$ cat config.mk
export PLATFORM = sky130hd
export DESIGN_NAME = ifetch_responder
export DESIGN_NICKNAME = d
export VERILOG_FILES = /design/src/rtl/he06_pkg.sv /design/src/rtl/ifr_slot_match.sv /design/src/rtl/ifetch_responder.sv
export SDC_FILE = /design/constraint.sdc
export NUM_CORES = 1
export LEC_CHECK = 0
export ABC_AREA = 1
export BUFFER_PORTS_ARGS = -buffer_cell sky130_fd_sc_hd__buf_4
export CORE_ASPECT_RATIO = 1.5
export CORE_UTILIZATION = 30
export DETAILED_ROUTE_END_ITERATION = 10
export RECOVER_POWER = 50
export REMOVE_ABC_BUFFERS = 1
export SYNTH_ARGS = -nofsm -noshare
export SYNTH_HDL_FRONTEND = slang
export SYNTH_HIERARCHICAL = 1
export SYNTH_SLANG_ARGS = --single-unit
$ cat constraint.sdc
create_clock -name clk -period 4.15 [get_ports clk]
set_clock_uncertainty 0.1 [all_clocks]
set_input_delay 0.83 -clock clk [delete_from_list [all_inputs] [get_ports clk]]
set_output_delay 0.83 -clock clk [all_outputs]
set_load 0.02 [all_outputs]
$ cat src/rtl/he06_pkg.sv
`default_nettype none
// ----------------------------------------------------------------------------
// he06_pkg : shared types for the 65HE06 instruction-side blocks
// Revision : 1.0
// ----------------------------------------------------------------------------
package he06_pkg;

  typedef logic [15:0] word_t;
  typedef logic [14:0] waddr_t;

  typedef enum logic [0:0] {
    IFR_IDLE = 1'b0,
    IFR_REQ  = 1'b1
  } ifr_state_t;

  localparam int IFR_SLOTS = 3;

endpackage
`default_nettype wire

$ cat src/rtl/ifr_slot_match.sv
`default_nettype none
// ----------------------------------------------------------------------------
// ifr_slot_match : matches 3 needed word addresses against 3 buffer slots
// Revision       : 1.0
// ----------------------------------------------------------------------------
module ifr_slot_match
  import he06_pkg::*;
(
  input  waddr_t [IFR_SLOTS-1:0] need,
  input  logic   [IFR_SLOTS-1:0] slot_valid,
  input  waddr_t [IFR_SLOTS-1:0] slot_addr,
  input  word_t  [IFR_SLOTS-1:0] slot_data,
  output logic   [IFR_SLOTS-1:0] need_hit,
  output word_t  [IFR_SLOTS-1:0] need_word,
  output logic   [1:0]           miss_idx,
  output logic   [1:0]           victim_idx,
  output logic                   victim_ok
);

  logic [IFR_SLOTS-1:0] hit [IFR_SLOTS];
  logic [IFR_SLOTS-1:0] slot_used;

  for (genvar n = 0; n < IFR_SLOTS; n++) begin : g_need
    for (genvar s = 0; s < IFR_SLOTS; s++) begin : g_slot
      assign hit[n][s] = slot_valid[s] && (slot_addr[s] == need[n]);
    end
    assign need_hit[n] = |hit[n];
  end

  // Descending loops so the lowest matching index wins.
  always_comb begin
    need_word  = '0;
    miss_idx   = '0;
    victim_idx = '0;
    victim_ok  = 1'b0;
    slot_used  = '0;
    for (int n = IFR_SLOTS - 1; n >= 0; n--) begin
      if (!need_hit[n]) miss_idx = 2'(n);
      slot_used = slot_used | hit[n];
      for (int s = IFR_SLOTS - 1; s >= 0; s--) begin
        if (hit[n][s]) need_word[n] = slot_data[s];
      end
    end
    for (int s = IFR_SLOTS - 1; s >= 0; s--) begin
      if (!slot_used[s]) begin
        victim_idx = 2'(s);
        victim_ok  = 1'b1;
      end
    end
  end

endmodule
`default_nettype wire

$ cat src/rtl/ifetch_responder.sv
`default_nettype none
// ----------------------------------------------------------------------------
// ifetch_responder : 3-slot instruction word buffer with single-port bus fill
// Revision         : 1.0
// ----------------------------------------------------------------------------
module ifetch_responder
  import he06_pkg::*;
#(
  parameter int MEM_LAT_MAX = 15
) (
  input  logic        clk,
  input  logic        rst,
  input  logic [15:0] pc_in,
  input  logic [15:0] pf_in,
  input  logic        flush,
  output logic [15:0] fetch_opc,
  output logic [15:0] fetch_arg,
  output logic [15:0] prefetch_opc,
  output logic        hold,
  output logic        mem_req,
  output logic [15:0] mem_addr,
  input  logic        mem_ack,
  input  logic [15:0] mem_rdata,
  output logic        mem_err
);

  localparam int CW = $clog2(MEM_LAT_MAX + 2);
  localparam logic [CW-1:0] LAT_SAT = CW'(MEM_LAT_MAX + 1);
  localparam logic [CW-1:0] LAT_MAX = CW'(MEM_LAT_MAX);

  ifr_state_t             state, state_nxt;
  logic   [IFR_SLOTS-1:0] slot_valid;
  waddr_t [IFR_SLOTS-1:0] slot_addr;
  word_t  [IFR_SLOTS-1:0] slot_data;
  waddr_t [IFR_SLOTS-1:0] need;
  logic   [IFR_SLOTS-1:0] need_hit;
  word_t  [IFR_SLOTS-1:0] need_word;
  logic   [1:0]           miss_idx;
  logic   [1:0]           victim_idx;
  logic                   victim_ok;
  waddr_t                 req_addr;
  logic                   discard;
  logic   [CW-1:0]        lat_cnt, lat_nxt;
  logic                   unused_lsb;

  // Word addresses; 15-bit wrap is the same as 16-bit byte wrap.
  assign need[0]    = pc_in[15:1];
  assign need[1]    = pc_in[15:1] + 15'd1;
  assign need[2]    = pf_in[15:1] + 15'd1;
  assign unused_lsb = pc_in[0] ^ pf_in[0];

  ifr_slot_match u_match (
    .need       (need),
    .slot_valid (slot_valid),
    .slot_addr  (slot_addr),
    .slot_data  (slot_data),
    .need_hit   (need_hit),
    .need_word  (need_word),
    .miss_idx   (miss_idx),
    .victim_idx (victim_idx),
    .victim_ok  (victim_ok)
  );

  assign fetch_opc    = need_word[0];
  assign fetch_arg    = need_word[1];
  assign prefetch_opc = need_word[2];
  assign hold         = !(&need_hit) || (state != IFR_IDLE);
  assign mem_req      = (state == IFR_REQ);
  assign mem_addr     = {req_addr, 1'b0};
  assign lat_nxt      = (lat_cnt < LAT_SAT) ? lat_cnt + CW'(1) : lat_cnt;

  always_comb begin
    state_nxt = state;
    case (state)
      IFR_IDLE: if (!(&need_hit)) state_nxt = IFR_REQ;
      IFR_REQ:  if (mem_ack) state_nxt = IFR_IDLE;
      default:  state_nxt = IFR_IDLE;
    endcase
  end

  always_ff @(posedge clk) begin
    if (rst) begin
      state      <= IFR_IDLE;
      slot_valid <= '0;
      slot_addr  <= '0;
      slot_data  <= '0;
      req_addr   <= '0;
      discard    <= 1'b0;
      lat_cnt    <= '0;
      mem_err    <= 1'b0;
    end else begin
      state <= state_nxt;
      if (state == IFR_IDLE && state_nxt == IFR_REQ) begin
        req_addr <= need[miss_idx];
        discard  <= 1'b0;
        lat_cnt  <= '0;
      end else if (state == IFR_REQ) begin
        lat_cnt <= lat_nxt;
        if (lat_nxt > LAT_MAX) mem_err <= 1'b1;
        if (flush) discard <= 1'b1;
      end
      // A beat overlapping a flush may carry pre-flush data, so it is dropped.
      if (flush) begin
        slot_valid <= '0;
      end else if (state == IFR_REQ && mem_ack && !discard && victim_ok) begin
        slot_valid[victim_idx] <= 1'b1;
        slot_addr[victim_idx]  <= req_addr;
        slot_data[victim_idx]  <= mem_rdata;
      end
    end
  end

endmodule
`default_nettype wire

### Word-level counts from Yosys, hierarchy flattened

Index checks and enable logic that the tools add are counted.

* register bits: 119
* output and inout bits: 67
* bits of input ports: 52
* word-level logic and storage cells: 93

* magnitude comparators: 5
* eq/ne operators: 9
* muxes and demuxes: 32
* add/subtract/negate cells: 3
* bitwise gates (word level): 6
* reduce and logical (&&, ||, !) cells: 26

Operators by type and width (count)
* $mux W16: 10
* $eq A15 B15 Y1: 9
* $bwmux W48: 1
* $bwmux W45: 1
* $demux W16 S2: 1
* $add A15 B1 Y15 const B: 2
* $bmux W15 S2: 1
* $demux W15 S2: 1
* $mux W15: 2
* $logic_and A1 B1 Y1: 14
* $mux W2: 6
* $or A3 B3 Y3: 3
* $reduce_or A3 Y1: 3
* $lt A2 B3 Y1 const B: 2
* $mux W1: 6
* $reduce_and A3 Y1: 2
* $add A5 B1 Y5 const B: 1
* $gt A5 B4 Y1 const B: 1
* $lt A5 B5 Y1 const B: 1
* $mux W5: 1
* $reduce_and A2 Y1: 2
* $reduce_or A2 Y1: 2
* $not A1 Y1: 3
* $demux W1 S2: 1
* other kinds (4): 5

### Depth between registers and ports, before layout

* depth in word-level cells: 13
* depth in mapped cells: 23

### By module

Netlist, hierarchy kept.

Modules (own cells, without submodules)
* ifetch_responder: cells an instance 752, area an instance 5281.3 µm², sequential area each 2382.3 µm², instances 1
* ifr_slot_match: cells an instance 907, area an instance 3922.5 µm², sequential area each 0.0 µm², instances 1

### Worst setup path after synthesis

OpenSTA, ideal clock, no wires.

* path type: input -> output
* start point: in pf_in[1]
* end point: out hold
* stages on the path: 18
* setup slack: 0.269 ns
* required time: 3.220 ns
* arrival: 2.951 ns
* cell sequence: ha_1 inv_1 nor2_1 nand3_1 o21bai_1 and2_1 inv_1 nand2_1 nand2_1 nor2_1 nand2_1 nor2_8 nand2_4 buf_6 nand3_1 nand3_1 nor2_1 inv_1

RTL lines
* start, declared: RTL line ifetch_responder.sv:14 `input logic [15:0] pf_in,`
* end, declared: RTL line ifetch_responder.sv:19 `output logic hold,`

==> metrics <==
Final Util 40.56%; Clock Sink Count about 120; hold wc startpoint slot_data[16]; htree depth 4; Port Buffers 115; wire per inst 17.92 um; commonest non-fill, non-tap cell in the layout nand2_1; Post-Place Cell Area roughly 0.011 mm^2; number of buffers created by CTS 17; fin nets 1914; ant diodes 0; leakage around 5.9 nW; reg-to-reg startpoint slot_addr[20]; Filler cells 3368; Worst Hold Class reg -> reg; Die ar. 0.03140 mm^2; final wirelength 40690 um; Post-Syn Instances 1659; Least-Margin Pin Slew around 0.65 ns; GP Congestion 0.9974; Area Growth Syn to Fin 33.33%; largest net degree at the start of global routing 59; status finished, final reports clean; CP Data Required Time 3.22 ns; Die H between 200 and 250 um; sequential share of the synthesized area 25.88%; initial antenna violation count 0; CTS Root Cell clkbuf_16; hold slack 0.3615 ns; crit path launch pc_in[2]; setup violators final 0; die width 145.0 um; row count 78; Via Count around 11000; minimum clock period after layout 4.026 ns; RSZ-0062 raised after global routing yes; worst-path fanout max 8; CTS clk-pin slew, worst paths 0.06 ns; Antenna Nets Post-Route 0; startpoint types primary input; hold_buf cts 0; syn avg cell area between 5 and 6 um^2; final slew viol count 0; P per Cell Area about 270 mW/mm^2; Worst Path Arrival 3.10 ns; Worst-Skew Late Latency 0.44 ns; critical path capture point type primary output; remaining global-route overflow 0; cell area after layout 0.01227 mm^2; Max-Cap Viols 0; Tcrit/Tclk final 97.02%; first-pass GRT wire length 60420 um; layout cells sized above 1 18.71%; distinct cell type count of the synthesized netlist 35; Max clock buf depth 2; Setup CP Type in -> out; most frequent cells in the layout 471 x nand2_1, 237 x inv_1, 194 x buf_4, 193 x nor2_1, 160 x o21ai_0; worst vdd ir 0.2381 mV; fmax approximately 250 MHz; warnings from Yosys 6; Mapped Area 0.009204 mm^2; first-pass iteration count of the detailed router 6; # DRC 0; CTS tree done; Vias/cell ~5; Ports 119; Initial Util between 30% and 40%; flops & latches, synth 119; CORE AREA between 0.03 and 0.04 mm^2; Fin. Hold Viols 0; hpwl dp 30980 um; number of global-route vias before repair ~10000; Pwr Total around 0.0033 W; GRT Util Overall 25.72%; Iteration-0 DRC Markers 791; slew margin rel. a little under three fifths
-- cells in the mapped netlist --
master	instances	area, um^2
conb_1	1	3.750
o21ai_0	163	815.8
nand4_1	7	43.79
nand2_1	486	1824
inv_1	245	919.6
nor2_8	2	40.04
nand4_2	1	12.51
buf_4	11	82.58
buf_6	2	22.52
xor2_1	32	280.3
clkinv_1	2	7.510
nor2_1	209	784.5
a21o_1	1	7.510
o2111ai_1	1	8.760
nor2_2	3	18.77
nand2_2	8	50.05
buf_1	2	7.510
nor3_1	4	20.02
nand2_4	2	22.52
clkbuf_1	32	120.1
a31oi_1	4	25.02
nand3_2	3	30.03
o21bai_1	3	22.52
nor3b_4	1	18.77
xnor2_1	5	43.79
a21oi_1	119	595.6
nor2b_1	2	12.51
inv_2	20	75.07
dfxtp_1	119	2382
and2_1	5	31.28
nand3_1	125	625.6
buf_2	11	55.05
ha_1	3	37.54
o21ai_1	20	100.1
nor2_4	5	56.30
-- sequential cells by signal, indices dropped and copies added (netlist names) --
signal,flops
slot_data,48
slot_addr,45
req_addr,15
lat_cnt,5
slot_valid,3
discard,1
mem_err,1
mem_req,1
-- stage by stage --
| step | setup slack (ns) | std cells | TNS [ns] |
|---|---|---|---|
| after floorplan | -0.2918 | 1601 | -16.65 |
| after global placement | -0.2871 | 2227 | -14.18 |
| after detailed placement | -0.2588 | 2227 | -18.46 |
| after CTS | 0.007707 | 2260 | 0 |
| after global routing | -0.02679 | 2271 | -0.09863 |
| final | 0.1237 | 2271 | 0 |
-- cells by family (layout without fill, tap and decap cells) --
| family | count (synthesis) | count (layout) | share of synthesized area (%) |
|---|---|---|---|
| AO/OA/AOI/OAI | 311 | 311 | 17.12 |
| adder cells (fa/ha/maj) | 3 | 3 | 0.4079 |
| flip-flops | 119 | 119 | 25.88 |
| AND/OR/NAND/NOR | 863 | 863 | 39.02 |
| buffers and inverters | 325 | 537 | 14.02 |
| other | 1 | 1 | 0.04074 |
| XOR/XNOR | 37 | 37 | 3.521 |
-- critical path, cell delays in order --
cell and delay [ns]:
buf_4 0.13, ha_4 0.16, nand2_4 0.08, nor2_4 0.11, buf_6 0.13, nand4_1 0.16, nand2_4 0.14, o21ai_0 0.09
nor2_1 0.27, nand2_2 0.14, nor2_8 0.20, clkbuf_16 0.19, nand3_1 0.07, nand2_1 0.06, inv_1 0.03, nand2_1 0.08
nand2_1 0.06, buf_4 0.15
-- power breakdown --
part           leakage (nW)  internal (W)  switching, W  total [W]
Sequential            0.966       0.00117     0.0000421    0.00121
Clock                 0.307       0.00105      0.000551    0.00160
Combinational          4.63      0.000188      0.000318   0.000506
-- cell type report --
type | count | area, um^2 | area share, %
Multi-Input combinational cell | 1215 | 5742 | 46.79
Sequential cell | 119 | 2382 | 19.41
Timing Repair Buffer | 239 | 2019 | 16.46
Inverter | 267 | 1006 | 8.197
Tap cell | 400 | 500.5 | 4.078
Clock buffer | 23 | 478.0 | 3.895
Clock inverter | 8 | 143.9 | 1.173
-- layer usage --
layer / up-vias / wire, um / global-route usage (%)
met1: 5050 / 15090 / 27.01
met2: 439 / 21070 / 47.80
met3: 125 / 1826 / 3.137
met4: 0 / 2709 / 17.16
li1: 5561 / - / -
met5: - / 0 / 0
-- path summary, 6_finish.rpt --
check / slack [ns] / endpoint / cells after the start
setup / recovery: 0.12 / fetch_arg[8] / 18
hold / removal: 0.36 / slot_data[16] / 2
setup reg to reg: 1.06 / slot_addr[36] / 16
hold reg to reg: 0.36 / slot_data[16] / 2
-- repair_timing --
action                                  4_1_cts  5_1_grt
gates cloned                                  0        2
pin swaps                                     6       34
buffers inserted                              2        9
gates resized for setup                      21       62
endpoints found under the setup margin       33       34
Power figures use the tool's default switching activity.
